<file path="src/rtl/lsu_align.sv">
// lsu_align: byte/half/word load-store alignment with read-modify-write over a word-only data memory
// Define LSU_MISALIGN_TRAP_EN to report misaligned accesses through err instead of forcing alignment.
module lsu_align #(
    parameter int ADDR_W = 7
) (
    input  logic              clk,
    input  logic              rst,
    input  logic              req,
    input  logic              we,
    input  logic [2:0]        funct3,
    input  logic [31:0]       addr,
    input  logic [31:0]       wdata,
    output logic              ready,
    output logic              done,
    output logic [31:0]       rdata,
    output logic              err,
    output logic [ADDR_W-1:0] mem_addr,
    output logic [31:0]       mem_din,
    output logic              mem_wr,
    input  logic [31:0]       mem_dout
);
    typedef enum logic [2:0] {IDLE, LOAD, RMW_RD, STORE, ERR, RESP} state_t;
    state_t            state;
    logic [ADDR_W+1:0] a;
    logic [2:0]        f3;
    logic [31:0]       wd, merge, sh, ld_ext, al_addr;
    logic              eflag, is_byte, is_half, is_word, misal, trap, unused_hi;
    logic [4:0]        sft;
    assign is_byte = funct3[1:0] == 2'b00;
    assign is_half = funct3[1:0] == 2'b01;
    assign is_word = !is_byte && !is_half;
    assign misal   = is_half ? addr[0] : (is_word && addr[1:0] != 2'b00);
`ifdef LSU_MISALIGN_TRAP_EN
    assign trap    = misal;
    assign al_addr = addr;
`else
    assign trap    = 1'b0;
    assign al_addr = {addr[31:2], addr[1] & ~is_word, addr[0] & is_byte};
`endif
    assign unused_hi = ^{al_addr[31:ADDR_W+2], misal};
    assign sft    = {a[1:0], 3'b000};
    assign sh     = mem_dout >> sft;
    assign ld_ext = f3[1:0] == 2'b00 ? {{24{~f3[2] & sh[7]}}, sh[7:0]} :
                    f3[1:0] == 2'b01 ? {{16{~f3[2] & sh[15]}}, sh[15:0]} : mem_dout;
    // Sub-word stores splice the new lane into the word captured in RMW_RD.
    always_comb begin
        mem_din = '0;
        if (state == STORE)
            mem_din = f3[1:0] == 2'b00 ? (merge & ~(32'hFF << sft)) | ({24'b0, wd[7:0]} << sft) :
                      f3[1:0] == 2'b01 ? (merge & ~(32'hFFFF << sft)) | ({16'b0, wd[15:0]} << sft) : wd;
    end
    assign ready    = state == IDLE;
    assign done     = state == RESP;
    assign err      = done && eflag;
    assign mem_wr   = state == STORE && !rst;
    assign mem_addr = state == IDLE ? '0 : a[ADDR_W+1:2];
    always_ff @(posedge clk) begin
        if (rst) begin
            state <= IDLE;
            a     <= '0;
            f3    <= '0;
            wd    <= '0;
            merge <= '0;
            rdata <= '0;
            eflag <= 1'b0;
        end else begin
            case (state)
                IDLE: if (req) begin
                    a     <= al_addr[ADDR_W+1:0];
                    f3    <= funct3;
                    wd    <= wdata;
                    eflag <= trap;
                    state <= trap ? ERR : !we ? LOAD : is_word ? STORE : RMW_RD;
                end
                LOAD: begin
                    rdata <= ld_ext;
                    state <= RESP;
                end
                RMW_RD: begin
                    merge <= mem_dout;
                    state <= STORE;
                end
                STORE, ERR: state <= RESP;
                default: state <= IDLE;
            endcase
        end
    end
endmodule
</file>
<file path="config.mk">
export PLATFORM = sky130hd
export DESIGN_NAME = lsu_align
export DESIGN_NICKNAME = d
export VERILOG_FILES = /design/src/rtl/lsu_align.sv
export SDC_FILE = /design/constraint.sdc
export NUM_CORES = 1
export LEC_CHECK = 0
export ABC_CLOCK_PERIOD_IN_PS = 3680
export CORE_MARGIN = 2
export CORE_UTILIZATION = 50
export CTS_CLUSTER_SIZE = 12
export DETAILED_ROUTE_END_ITERATION = 10
export PLACE_DENSITY = 0.82
export SETUP_SLACK_MARGIN = 0.2
export SYNTH_ARGS = -nofsm -noshare
export SYNTH_HDL_FRONTEND = slang
export SYNTH_SLANG_ARGS = --single-unit
</file>
<file path="constraint.sdc">
create_clock -name clk -period 3.68 [get_ports clk]
set_input_delay 0.552 -clock clk [delete_from_list [all_inputs] [get_ports clk]]
set_output_delay 0.552 -clock clk [all_outputs]
set_load 0.1 [all_outputs]
</file>
After elaboration in Yosys (flattened, before gate mapping):

Cells that the tools add are included.
W data, S select, Z words.

* equality and inequality tests: 8
* mux-type cells: 10
* reduce and logical (&&, ||, !) cells: 10
* bitwise gates (word level): 12
* shift operators: 5

Operators with widths (count)
* $mux W32: 5
* $and A32 B32 Y32: 2
* $not A32 Y32: 2
* $or A32 B32 Y32: 2
* $shl A16 B5 Y32: 1
* $shl A16 B5 Y32 const A: 1
* $shl A8 B5 Y32: 1
* $shl A8 B5 Y32 const A: 1
* $shr A32 B5 Y16: 1
* $pmux W3 S3: 1
* $mux W7: 1
* $eq A3 B2 Y1 const B: 2
* $eq A3 B3 Y1 const B: 2
* $and A1 B1 Y1: 4
* $eq A2 B1 Y1 const B: 2
* $logic_not A2 Y1: 2
* $eq A3 B1 Y1 const B: 1
* $logic_not A1 Y1: 3
* $logic_not A3 Y1: 1
* $mux W3: 1
* $reduce_or A3 Y1: 1
* $logic_and A1 B1 Y1: 2
* $mux W2: 1
* $ne A2 B2 Y1 const B: 1
* other kinds (3): 4

* output and inout bits: 75
* logic and storage cells: 51
* flip-flop bits (word level): 111

Logic depth before layout (Yosys ltp):

* word-level depth: 7
* depth in mapped cells: 8
* mapped depth without buffers: 6

Least setup slack after synthesis:

Ideal clock, no wire load.

* path type: register to output
* start: register a[0]
* end: output mem_din[29]
* data required time: 3.128 ns
* buffers on the path: 1
* arrival: 5.624 ns
* slack: -2.496 ns
* cell stages (with the launch flop): 6
* cell sequence: dfxtp_1 -> buf_4 -> inv_1 -> nor2_4 -> a221oi_1 -> a2111oi_0

* word-level cells in the longest chain between the ends: 7

RTL lines
* start, declared: RTL line 24 `logic [ADDR_W+1:0] a;`
* start signal, assigned: RTL line 69 `a <= al_addr[ADDR_W+1:0];`
* $shl A16 B5 Y32: RTL line 50 `f3[1:0] == 2'b01 ? (merge & ~(32'hFFFF << sft)) | ({16'b0, wd[15:0]} << sft) : wd;`
* $not A32 Y32: RTL line 50
* $and A32 B32 Y32: RTL line 50
* $or A32 B32 Y32: RTL line 50
* $mux W32: RTL line 50
* $mux W32 (*): RTL line 49 `mem_din = f3[1:0] == 2'b00 ? (merge & ~(32'hFF << sft)) | ({24'b0, wd[7:0]} << sft) :`
* $mux W32 (*): RTL line 48 `if (state == STORE)`
* end, declared: RTL line 18 `output logic [31:0] mem_din,`

Every way passes the cells marked *; elsewhere a longest branch is shown, timed or not.

Worst setup path in the final report:

* start: register f3[1]
* end: output mem_din[0]

* word-level cells in the longest chain between the ends: 4

RTL lines
* start, declared: RTL line 25 `logic [2:0] f3;`
* start signal, assigned: RTL line 70 `f3 <= funct3;`
* $eq A2 B1 Y1: RTL line 50
* $mux W32: RTL line 50
* $mux W32 (*): RTL line 49
* $mux W32 (*): RTL line 48

Marks and branches as above.

==> impl_metrics.csv <==
group,metric,value,unit
floorplan,placementRows,39,
sta,fin_skew,0.00486,ns
critical_path,startpoint,"f3[1]$_SDFFE_PP0P_",
grt,grt_pass1_wl,30600,um
sta,timing.fmax,0.322,GHz
min_path,hp-start,"rdata[3]$_SDFFE_PP0N_",
synth,synth.distinct_cells,48,
synth,yosys.area.top_type,"dfxtp_1",
synth,yosys_register_bits,111,
power_and_ir_drop,p_int,2.25,mW
sta,fin_crit,3.11,ns
clock_network,cts_hold_buf,0,
synth,ys_top_cells_by_count,"nand2_1, dfxtp_1, a21oi_1",
clock_network,cts-root-buf,"clkbuf_16",
power_and_ir_drop,p_seq_frac,0.386,
critical_path,crit_slowest_cell,"dfxtp_2",
floorplan,coreArea,0.0113,mm2
power_and_ir_drop,pwr-share-clk,0.298,
sta,worst_slew_pin_slew,1.11,ns
synth,synth_edf_count,0,
critical_path,reg2reg_depth,4,
synth,syn_area,0.00577,mm2
critical_path,arrival,2.56,ns
clock_network,clk-insertion-delay-late,0.36,ns
placed_design,placement.io_buffers,153,
power_and_ir_drop,p_total,3.63,mW
sta,rsz0062_at_grt,"false",
sta,max-slew-margin-rel,0.253,
final_layout,finalNetCount,965,
critical_path,critPathBufInv,2,
power_and_ir_drop,peakVddDrop,0.000444,V
route,via_count,6073,
final_layout,antenna_cells,0,
sta,setup-tns-final,0,ns
power_and_ir_drop,combPwrFrac,0.316,
synth,netlist.area_leader.share,0.385,
final_layout,syn_to_final_growth,37.1,%
synth,synthCells,747,
final_layout,n_fill_cell,969,
route,vias_per_cell,6.04,
synth,yosys_warnings,0,
final_layout,drive_gt1_frac,0.126,
grt,track_usage,0.306,
min_path,hold_class,"reg2reg",
clock_network,postCtsSetupBuffers,0,
route,post_drt_wl_per_cell,19.1,um
route,drt_iter0_markers,477,
critical_path,cp_max_fo,30,
synth,yosysMostFrequentCell,"nand2_1",
power_and_ir_drop,p_sw,1.38,mW
synth,synth_flop_cell,"dfxtp_1",
grt,grt_max_degree,62,
critical_path,slowest_delay,0.77,ns
final_layout,final_cell_area,0.00792,mm2
sta,setup_violations,0,
critical_path,worstPathRequired,3.13,ns
synth,async_flop_share,0,
placed_design,gp_congestion,0.877,
critical_path,cp-endpoint,"mem_din[0]",
route,drc_errors,0,
power_and_ir_drop,p_per_area,458,mW/mm2
critical_path,cp_cell_sequence,"inv_1 > o21ai_1 > a22oi_1 > nor2_1 > buf_12",
floorplan,start_util,0.510,
clock_network,cts.path.max_buffers,2,
grt,gr-total-overflow,0,
sta,finalHoldViolCount,0,
critical_path,start_kind,"register",
route,routed_wl,19300,um
status,status,"completed",
floorplan,die_area,0.0124,mm2
critical_path,timing.rr.start,"f3[1]$_SDFFE_PP0P_",
placed_design,placed_area,0.00759,mm2
floorplan,die_w,111,um
final_layout,utilization,0.699,
clock_network,cts_buffers,9,
synth,synth.area.top_cells,"dfxtp_1, nand2_1, a21oi_1, a221oi_1, nor2_1",
route,postRouteAntennaNets,0,
power_and_ir_drop,p_leak,2.70,nW
clock_network,clk_pin_slew,0.07,ns
flow_run,cap_violations,0,
clock_network,cts_sinks,111,
final_layout,regArea,0.00222,mm2
clock_network,cts_resized,0,
grt,grt_pass1_vias,5949,
critical_path,timing.setup.critical_path_class,"reg2out",
critical_path,end_kind,"output port",
floorplan,io_pins,178,
placed_design,dpl.hpwl,13900,um
route,firstDrtPassIters,5,
sta,report.final.slew_viol_count,0,
clock_network,cts_tree,"built",
floorplan,die_y,111,um
power_and_ir_drop,p_sw_frac,0.380,
synth,syn-num-nets,854,
synth,avgSynthCellArea,7.73,um2
sta,fin_crit_sh,0.845,
synth,yosysSeqAreaShare,0.385,
critical_path,r2r_end,"rdata[31]$_SDFFE_PP0N_",
critical_path,cp_num_cells,5,
final_layout,multi_input_area,0.00323,mm2
grt,antenna_found_initial,0,
critical_path,reg2reg_slack,1.08,ns
critical_path,cp_top_family,"flip-flops",
clock_network,cts_max_level,3,
[worst min path at each step]
stage | endpoint | slack (ns) | cells after the start
5_1_grt | wd[22]$_SDFFE_PP0P_ | 0.47 | 2
2_1_floorplan | a[2]$_SDFFE_PP0P_ | 0.43 | 2
4_1_cts | rdata[3]$_SDFFE_PP0N_ | 0.46 | 2
3_3_place_gp | a[7]$_SDFFE_PP0P_ | 0.44 | 2
6_report | rdata[3]$_SDFFE_PP0N_ | 0.46 | 2
3_5_place_dp | wd[31]$_SDFFE_PP0P_ | 0.45 | 2
[registers in the layout (all words and copies together) (netlist names)]
| signal | cells |
|---|---|
| f3 | 3 |
| wd | 32 |
| merge | 32 |
| rdata | 32 |
| a | 9 |
| state | 3 |
[stage by stage]
stage / worst slack, ns / cells / hold WS, ns
floorplan: 0.238 / 747 / 0.432
global placement: 1.05 / 990 / 0.440
detailed placement: 0.976 / 990 / 0.446
CTS: 0.606 / 1006 / 0.457
global route: 0.474 / 1006 / 0.474
finish: 0.572 / 1006 / 0.457
[routing by layer]
| layer | up-vias | part of all wire | wire length (um) | GRT usage |
|---|---|---|---|---|
| met4 | 0 | 0.026 | 495 | 0.116 |
| met1 | 2913 | 0.42 | 8100 | 0.399 |
| met2 | 278 | 0.48 | 9250 | 0.511 |
| met3 | 39 | 0.074 | 1420 | 0.0506 |
| li1 | 2843 | - | - | - |
| met5 | - | 0 | 0 | 0 |
[logic make-up (layout without fill, tap and decap cells)]
family          Yosys count  in the layout  share of synthesized area
compound gates          225            225                      0.281
xor+xnor                  1              1                    0.00152
fa+ha+maj                 4              4                    0.00867
buf+inv                  87            203                     0.0726
flops                   111            111                      0.385
mux                      15             15                     0.0280
other cells               1              1                   0.000649
simple gates            303            303                      0.223
[power by group through the flow]
stage / logic (mW) / clock network, mW / registers, mW
2_1_floorplan: 0.511 / 0 / 1.73
3_3_place_gp: 1.11 / 0 / 1.42
3_5_place_dp: 1.14 / 0 / 1.42
4_1_cts: 1.14 / 1.09 / 1.40
5_1_grt: 1.21 / 1.14 / 1.41
6_report: 1.15 / 1.08 / 1.40
[worst register-to-register path: cells and delay by family (launching register included)]
family	cells	cell delay (ns)
buffers and inverters	1	0.50
DFF	1	0.77
and+or+nand+nor	1	0.16
AOI/OAI and AO/OA	2	1.01
[final cells by class]
type / instances / share of cell area
Inverter: 23 / 0.0109
Multi-Input combinational cell: 549 / 0.408
Timing Repair Buffer: 164 / 0.236
Clock inverter: 7 / 0.0126
Clock buffer: 9 / 0.0285
Sequential cell: 111 / 0.281
Tap cell: 143 / 0.0226
[layout by cell type, fill, tap and decap left out, drive strengths merged, types with 3 or more instances in the layout]
master / n
mux2i: 12
o221ai: 10
a32oi: 5
a22o: 10
inv: 27
o21ai: 11
a32o: 10
clkbuf: 9
a311oi: 4
nand2b: 11
mux2: 3
a21oi: 95
nor3: 11
nor2b: 17
ha: 4
nor2: 57
nand2: 195
a211oi: 28
a221o: 10
clkdlybuf4s50: 111
a22oi: 10
a221oi: 27
dfxtp: 111
buf: 53
Power figures use the tool's default switching activity.
